[src/rtl/rvc_fetch_aligner.sv]
// rvc_fetch_aligner: splits 32-bit fetch words into halfwords, realigns
// straddling 32-bit instructions and expands RV32C to 32-bit encodings.
module rvc_fetch_aligner #(
    parameter int                  PC_WIDTH = 32,
    parameter bit                  ENABLE_C = 1'b1,
    parameter logic [PC_WIDTH-1:0] RESET_PC = '0
) (
    input  logic                clk,
    input  logic                rst,
    input  logic                fetch_valid,
    output logic                fetch_ready,
    input  logic [31:0]         fetch_data,
    input  logic                redirect_valid,
    input  logic [PC_WIDTH-1:0] redirect_pc,
    output logic                inst_valid,
    input  logic                inst_ready,
    output logic [31:0]         inst_data,
    output logic [PC_WIDTH-1:0] inst_pc,
    output logic                inst_compressed,
    output logic                inst_illegal
);

    logic [15:0]         q0, q1, q2;
    logic [1:0]          count;
    logic [PC_WIDTH-1:0] head_pc;
    logic                skip_low;

    logic                advance;
    logic                head_c;
    logic                emit16;
    logic                emit32;
    logic                accept;
    logic [1:0]          consume;
    logic [1:0]          remain;
    logic [1:0]          add;
    logic [15:0]         lo;
    logic [15:0]         n0, n1, n2;
    logic [1:0]          ncount;
    logic [PC_WIDTH-1:0] pc_inc;

    logic [31:0]         exp_data;
    logic                exp_ill;

    assign pc_inc = PC_WIDTH'({consume, 1'b0});

    // Emit decision, halfwords consumed and fetch acceptance this cycle
    always_comb begin
        advance     = !inst_valid || inst_ready;
        head_c      = q0[1:0] != 2'b11;
        emit16      = advance && (count != 2'd0) && head_c;
        emit32      = advance && !emit16 && (count >= 2'd2);
        consume     = emit16 ? 2'd1 : (emit32 ? 2'd2 : 2'd0);
        remain      = count - consume;
        fetch_ready = !redirect_valid && (remain <= 2'd1);
        accept      = fetch_valid && fetch_ready;
    end

    // Shift out consumed halfwords, then append the accepted word
    always_comb begin
        lo  = skip_low ? fetch_data[31:16] : fetch_data[15:0];
        add = !accept ? 2'd0 : (skip_low ? 2'd1 : 2'd2);
        n0  = q0;
        n1  = q1;
        n2  = q2;
        case (consume)
            2'd1: begin
                n0 = q1;
                n1 = q2;
            end
            2'd2: n0 = q2;
            default: ;
        endcase
        if (accept) begin
            if (remain == 2'd0) begin
                n0 = lo;
                n1 = fetch_data[31:16];
            end else begin
                n1 = lo;
                n2 = fetch_data[31:16];
            end
        end
        ncount = remain + add;
    end

    logic [15:0] h;
    logic [2:0]  rdp, rs1p;
    logic [4:0]  rd, rs2;
    logic [11:0] imm6, lw_off, nzu, lwsp_off, swsp_off;
    logic [20:0] j_off;
    logic [12:0] b_off;

    assign h        = q0;
    assign rdp      = h[4:2];
    assign rs1p     = h[9:7];
    assign rd       = h[11:7];
    assign rs2      = h[6:2];
    assign imm6     = {{6{h[12]}}, h[12], h[6:2]};
    assign lw_off   = {5'b0, h[5], h[12:10], h[6], 2'b00};
    assign nzu      = {2'b0, h[10:7], h[12:11], h[5], h[6], 2'b00};
    assign lwsp_off = {4'b0, h[3:2], h[12], h[6:4], 2'b00};
    assign swsp_off = {4'b0, h[8:7], h[12:9], 2'b00};
    assign j_off    = {{10{h[12]}}, h[8], h[10:9], h[6], h[7],
                       h[2], h[11], h[5:3], 1'b0};
    assign b_off    = {{5{h[12]}}, h[6:5], h[2], h[11:10], h[4:3], 1'b0};

    // Expand the head halfword into its 32-bit equivalent
    always_comb begin
        exp_data = 32'h0;
        exp_ill  = 1'b0;
        case ({h[1:0], h[15:13]})
            5'b00_000: begin
                exp_ill  = nzu == 12'h0;
                exp_data = {nzu, 5'd2, 3'b000, 2'b01, rdp, 7'h13};
            end
            5'b00_010:
                exp_data = {lw_off, 2'b01, rs1p, 3'b010,
                            2'b01, rdp, 7'h03};
            5'b00_110:
                exp_data = {lw_off[11:5], 2'b01, rdp, 2'b01, rs1p,
                            3'b010, lw_off[4:0], 7'h23};
            5'b01_000:
                exp_data = (rd == 5'd0) ? 32'h0000_0013
                         : {imm6, rd, 3'b000, rd, 7'h13};
            5'b01_010:
                exp_data = {imm6, 5'd0, 3'b000, rd, 7'h13};
            5'b01_101:
                exp_data = {j_off[20], j_off[10:1], j_off[11],
                            j_off[19:12], 5'd0, 7'h6f};
            5'b01_110, 5'b01_111:
                exp_data = {b_off[12], b_off[10:5], 5'd0, 2'b01, rs1p,
                            2'b00, h[13], b_off[4:1], b_off[11], 7'h63};
            5'b10_010: begin
                exp_ill  = rd == 5'd0;
                exp_data = {lwsp_off, 5'd2, 3'b010, rd, 7'h03};
            end
            5'b10_110:
                exp_data = {swsp_off[11:5], rs2, 5'd2, 3'b010,
                            swsp_off[4:0], 7'h23};
            5'b10_100: begin
                if (!h[12]) begin
                    if (rs2 == 5'd0) begin
                        exp_ill  = rd == 5'd0;
                        exp_data = {12'h0, rd, 3'b000, 5'd0, 7'h67};
                    end else begin
                        exp_data = {7'h0, rs2, 5'd0, 3'b000, rd, 7'h33};
                    end
                end else begin
                    exp_ill  = rs2 == 5'd0;
                    exp_data = {7'h0, rs2, rd, 3'b000, rd, 7'h33};
                end
            end
            default: exp_ill = 1'b1;
        endcase
        if (!ENABLE_C) begin
            exp_ill = 1'b1;
        end
        if (exp_ill) begin
            exp_data = 32'h0;
        end
    end

    // Halfword queue, head PC and skip_low bookkeeping
    always_ff @(posedge clk) begin
        if (rst) begin
            q0       <= 16'h0;
            q1       <= 16'h0;
            q2       <= 16'h0;
            count    <= 2'd0;
            head_pc  <= RESET_PC;
            skip_low <= 1'b0;
        end else if (redirect_valid) begin
            count    <= 2'd0;
            head_pc  <= {redirect_pc[PC_WIDTH-1:1], 1'b0};
            skip_low <= redirect_pc[1];
        end else begin
            q0      <= n0;
            q1      <= n1;
            q2      <= n2;
            count   <= ncount;
            head_pc <= head_pc + pc_inc;
            if (accept) begin
                skip_low <= 1'b0;
            end
        end
    end

    // Registered instruction output, held while stalled
    always_ff @(posedge clk) begin
        if (rst) begin
            inst_valid      <= 1'b0;
            inst_data       <= 32'h0;
            inst_pc         <= '0;
            inst_compressed <= 1'b0;
            inst_illegal    <= 1'b0;
        end else if (redirect_valid) begin
            inst_valid <= 1'b0;
        end else if (advance) begin
            if (emit16) begin
                inst_valid      <= 1'b1;
                inst_data       <= exp_data;
                inst_pc         <= head_pc;
                inst_compressed <= 1'b1;
                inst_illegal    <= exp_ill;
            end else if (emit32) begin
                inst_valid      <= 1'b1;
                inst_data       <= {q1, q0};
                inst_pc         <= head_pc;
                inst_compressed <= 1'b0;
                inst_illegal    <= 1'b0;
            end else begin
                inst_valid <= 1'b0;
            end
        end
    end

endmodule

[config.mk]
export PLATFORM = sky130hd
export DESIGN_NAME = rvc_fetch_aligner
export DESIGN_NICKNAME = d
export VERILOG_FILES = /design/src/rtl/rvc_fetch_aligner.sv
export SDC_FILE = /design/constraint.sdc
export NUM_CORES = 1
export LEC_CHECK = 0
export ABC_AREA = 1
export CAP_MARGIN = 15
export CELL_PAD_IN_SITES_DETAIL_PLACEMENT = 0
export CELL_PAD_IN_SITES_GLOBAL_PLACEMENT = 1
export CORE_MARGIN = 5
export CORE_UTILIZATION = 38
export DETAILED_ROUTE_END_ITERATION = 10
export PLACE_DENSITY_LB_ADDON = 0.1
export SYNTH_ARGS = -nofsm -noshare
export SYNTH_HDL_FRONTEND = slang
export SYNTH_SLANG_ARGS = --single-unit
[constraint.sdc]
create_clock -name clk -period 3.5 [get_ports clk]
set_clock_uncertainty 0.2 [all_clocks]
set_input_delay 0.35 -clock clk [delete_from_list [all_inputs] [get_ports clk]]
set_output_delay 0.35 -clock clk [all_outputs]
set_load 0.1 [all_outputs]
==> reports/results.md <==
| Item | This run | Unit |
|---|---|---|
| Number of pins exceeding their max-slew limit in the final report | 0 | - |
| Number of standard cells after synthesis | 1281 | - |
| Worst hold-check slack | 0.2812 | ns |
| Switching pwr | 2.035 | mW |
| Register share of total power | 37.0 | % |
| Wire length the detailed router placed on met1 | 15.66 | mm |
| TritonCTS clock tree | yes | - |
| Cell area power density | 511.2 | nW/um2 |
| Critical Path Most Common Cell | inv_1 | - |
| Ratio of cells with drive above 1 in the final layout | 6.643 | % |
| DR WL met2 | 11.00 | mm |
| Worst-path fanout max | 14 | - |
| Register bit count reported by yosys | 148 | - |
| Class of the most critical setup path | flop to output pin | - |
| Core Util, Final | 48.78 | % |
| Proportion of power drawn by the clock network | 35.1 | % |
| Detailed-placement wirelength estimate | 21.69 | mm |
| Clock latency on the worst-skew pair | 0.44 | ns |
| Resized cells post-CTS | 0 | - |
| Die H | 156.9 | um |
| Clock-pin transition on the worst setup and hold timing paths | 0.07 | ns |
| Area added between synthesis and finish | 25.90 | % |
| Portion of synthesized cell area occupied by the leading cell type | 36.15 | % |
| Req. time, crit path | 2.95 | ns |
| Top cells by area, synth | dfxtp_1 36%, nand2_1 14%, o21ai_0 8.8%, nand3_1 7.4%, a21oi_1 6.6% | - |
| Synth area leader | dfxtp_1 | - |
| Setup fix buffers added after clock tree synthesis | 0 | - |
| DR WL met3 | 1.778 | mm |
| Cell area after technology mapping | 8197 | um2 |
| CTS Buffer Depth | 2 | - |
| Final standard cell count with taps included and fillers excluded | 1675 | - |
| Final layout net count | 1461 | - |
| Detailed-router iteration count before antenna repair | 5 | - |
| Number of flops mapped to enable cells by yosys | 0 | - |
| Share of total power consumed by net switching | 38.58 | % |
| Unrepaired setup endpoints after global routing | false | - |
| I/O pin count | 137 | - |
| Yosys warning total | 0 | - |
| Combined global-route utilization of all metal layers | 23.46 | % |
| Worst max-slew margin expressed relative to the limit | 31.57 | % |
| CTS H-tree lvls | 4 | - |
| Worst VDD drop | 0.3114 | mV |
| Die area | 24610 | um2 |
| Total number of clock tree sinks | 148 | - |
| Final Cell Area | 10320 | um2 |
| Critical Path Start Type | flop | - |
| Via count of the first global-routing pass | 7983 | - |
| Synth Net Count | 1355 | - |
| Drt via density | 5.112 | - |
| Weighted congestion reported at the end of routability-driven placement | 0.9341 | - |
| Number of inserted diodes | 0 | - |
| Sort of element at the end of the critical path | output pin | - |
| Antenna-violating nets left | 0 | - |
| Final min period | 2.925 | ns |
| CTS buffer count | 17 | - |
| Final worst-path cycle share | 83.57 | % |
| Initial cell density of the core | 38.75 | % |
| Cells along the critical path | nand2_2 > nand3_4 > inv_1 > buf_4 > ha_1 > inv_1 > nand3_1 > nand3_1 > inv_1 > buf_12 | - |
| Overall routed net length | 28.72 | mm |
| Per-instance average area after synthesis | 6.399 | um2 |
| Die Width | 156.9 | um |
| Total number of vias | 8562 | - |
| Global-route wire length before repair | 45.44 | mm |
| Filler cells | 2269 | - |
| Count of unresolved DRC violations after routing | 0 | - |
| Dominant synthesized flop cell | dfxtp_1 | - |
| Max incr delay on CP | 0.53 | ns |
| Max cap viols | 0 | - |
| Cell Count Post-Placement | 1643 | - |
| Largest net degree at the start of global routing | 94 | - |
| Root Driver | clkbuf_16 | - |
| Highest layer used for signal routing | met4 | - |
| Total placed instance area | 9732 | um2 |
| Highest Clock Rate | 0.3419 | GHz |
| Transition time at the pin with the least slew margin | 1.023 | ns |
| Drt wl/cell | 17.14 | um |
| Fraction of registers with async set/reset | 0 | % |
| Library cells used by synthesis | 47 | - |
| Final number of hold-violating endpoints | 0 | - |
| Register area share after synthesis | 36.15 | % |
| Overflow left after global routing | 0 | - |
| Post-Route Setup TNS | 0 | ns |
| Number of port buffers | 134 | - |
| Antenna violations before repair | 0 | - |
| Share of power burned in combinational logic | 27.9 | % |
| Result of the run | complete, no violations | - |
| Cell-internal power | 3.240 | mW |
| Cell with the biggest individual delay on the critical path | dfxtp_1 | - |
| Class of the most critical hold timing path | flop to flop | - |
| Post-CTS Hold Fix Bufs | 0 | - |
| Setup Viol. Count Final | 0 | - |
| Num rows | 53 | - |
| Detailed router's first-iteration violation count | 646 | - |
| Leakage Power | 4.547 | nW |
| Core Box Area | 21150 | um2 |
| Arrival time reported for the critical path endpoint | 2.37 | ns |
-- flip-flops by register name, summed over array words and instances, names as in the netlist --
register / cells
inst_data: 32
head_pc: 31
inst_pc: 31
h: 16
q1: 16
q2: 16
count: 2
inst_compressed: 1
inst_illegal: 1
inst_valid: 1
skip_low: 1
-- power groups by stage --
stage                     Sequential, mW  Clock (mW)  Combinational [mW]
after CTS                           1.95        1.88                1.47
after global placement              1.99           0                1.47
after global routing                1.97        1.96                1.59
after floorplan                     2.40           0               0.615
final                               1.95        1.85                1.47
after detailed placement            1.99           0                1.47
-- metrics by stage --
step	total power, mW	worst slack [ns]
finish	5.275	0.5751
CTS	5.309	0.5733
global route	5.526	0.3563
floorplan	3.020	0.08954
global placement	3.452	0.3519
detailed placement	3.455	0.2947
-- layer usage --
| layer | global-route usage [%] | vias to the layer above |
|---|---|---|
| li1 | - | 4397 |
| met1 | 38.80 | 3892 |
| met2 | 30.66 | 251 |
| met3 | 4.369 | 22 |
| met4 | 4.835 | 0 |
| met5 | 0 | - |
-- final cells by class --
type	instances	area [um2]	share of cell area (%)
clock buffer	17	425.4	4.122
clock inverter	15	162.7	1.576
inverter	143	539.3	5.226
multi-input combinational	922	4352	42.17
sequential	148	2963	28.71
tap	275	344.1	3.334
timing repair buffer	155	1534	14.86
-- worst max-delay path: cells and delay by family (launching register included) --
family	cells	cell delay (ns)
flops	1	0.53
buf+inv	5	0.60
fa+ha+maj	1	0.24
simple gates	4	0.57
-- logic make-up after synthesis --
family          Yosys count  synth area share [%]
flops                   148                 36.15
buf+inv                 211                 10.76
other cells               1               0.04575
simple gates            620                 32.82
xor+xnor                  9                0.9617
compound gates          287                 18.41
fa+ha+maj                 5                0.8549
-- placed cells by master, fill, tap and decap left out, types with 11 or more instances in the layout --
| cell | n |
|---|---|
| dfxtp_1 | 148 |
| o21ai_0 | 144 |
| buf_4 | 19 |
| nor2_1 | 131 |
| o21ai_1 | 12 |
| inv_1 | 134 |
| nor2_2 | 11 |
| nand2_1 | 303 |
| clkbuf_16 | 17 |
| nand4_1 | 17 |
| a21oi_1 | 108 |
| clkdlybuf4s50_1 | 133 |
| nand3_1 | 122 |
| nor3_1 | 11 |
-- final timing paths --
check	endpoint	start	depth (start not counted)	slack [ns]
worst min register to register	inst_pc[12]	inst_pc[12]	2	0.28
worst max-delay path	fetch_ready	h[1]	10	0.58
worst max register to register	head_pc[25]	h[1]	14	0.68
worst min-delay path	inst_pc[12]	inst_pc[12]	2	0.28
-- Yosys cell counts, types with 2 or more instances --
cell / n
nand2_1: 303
dfxtp_1: 148
o21ai_0: 144
inv_1: 135
nor2_1: 131
nand3_1: 122
a21oi_1: 108
clkbuf_1: 41
nand4_1: 17
o21ai_1: 12
buf_2: 11
nor2_2: 11
nor3_1: 11
o211ai_1: 9
nand2_2: 8
xor2_1: 8
buf_4: 7
buf_6: 6
inv_2: 5
ha_1: 4
or2_2: 4
nor4_1: 3
o31ai_1: 3
a31oi_1: 2
a32o_1: 2
clkbuf_2: 2
clkinv_1: 2
nand3_2: 2
o21bai_1: 2
No activity file was read; power rests on OpenSTA's default activity.
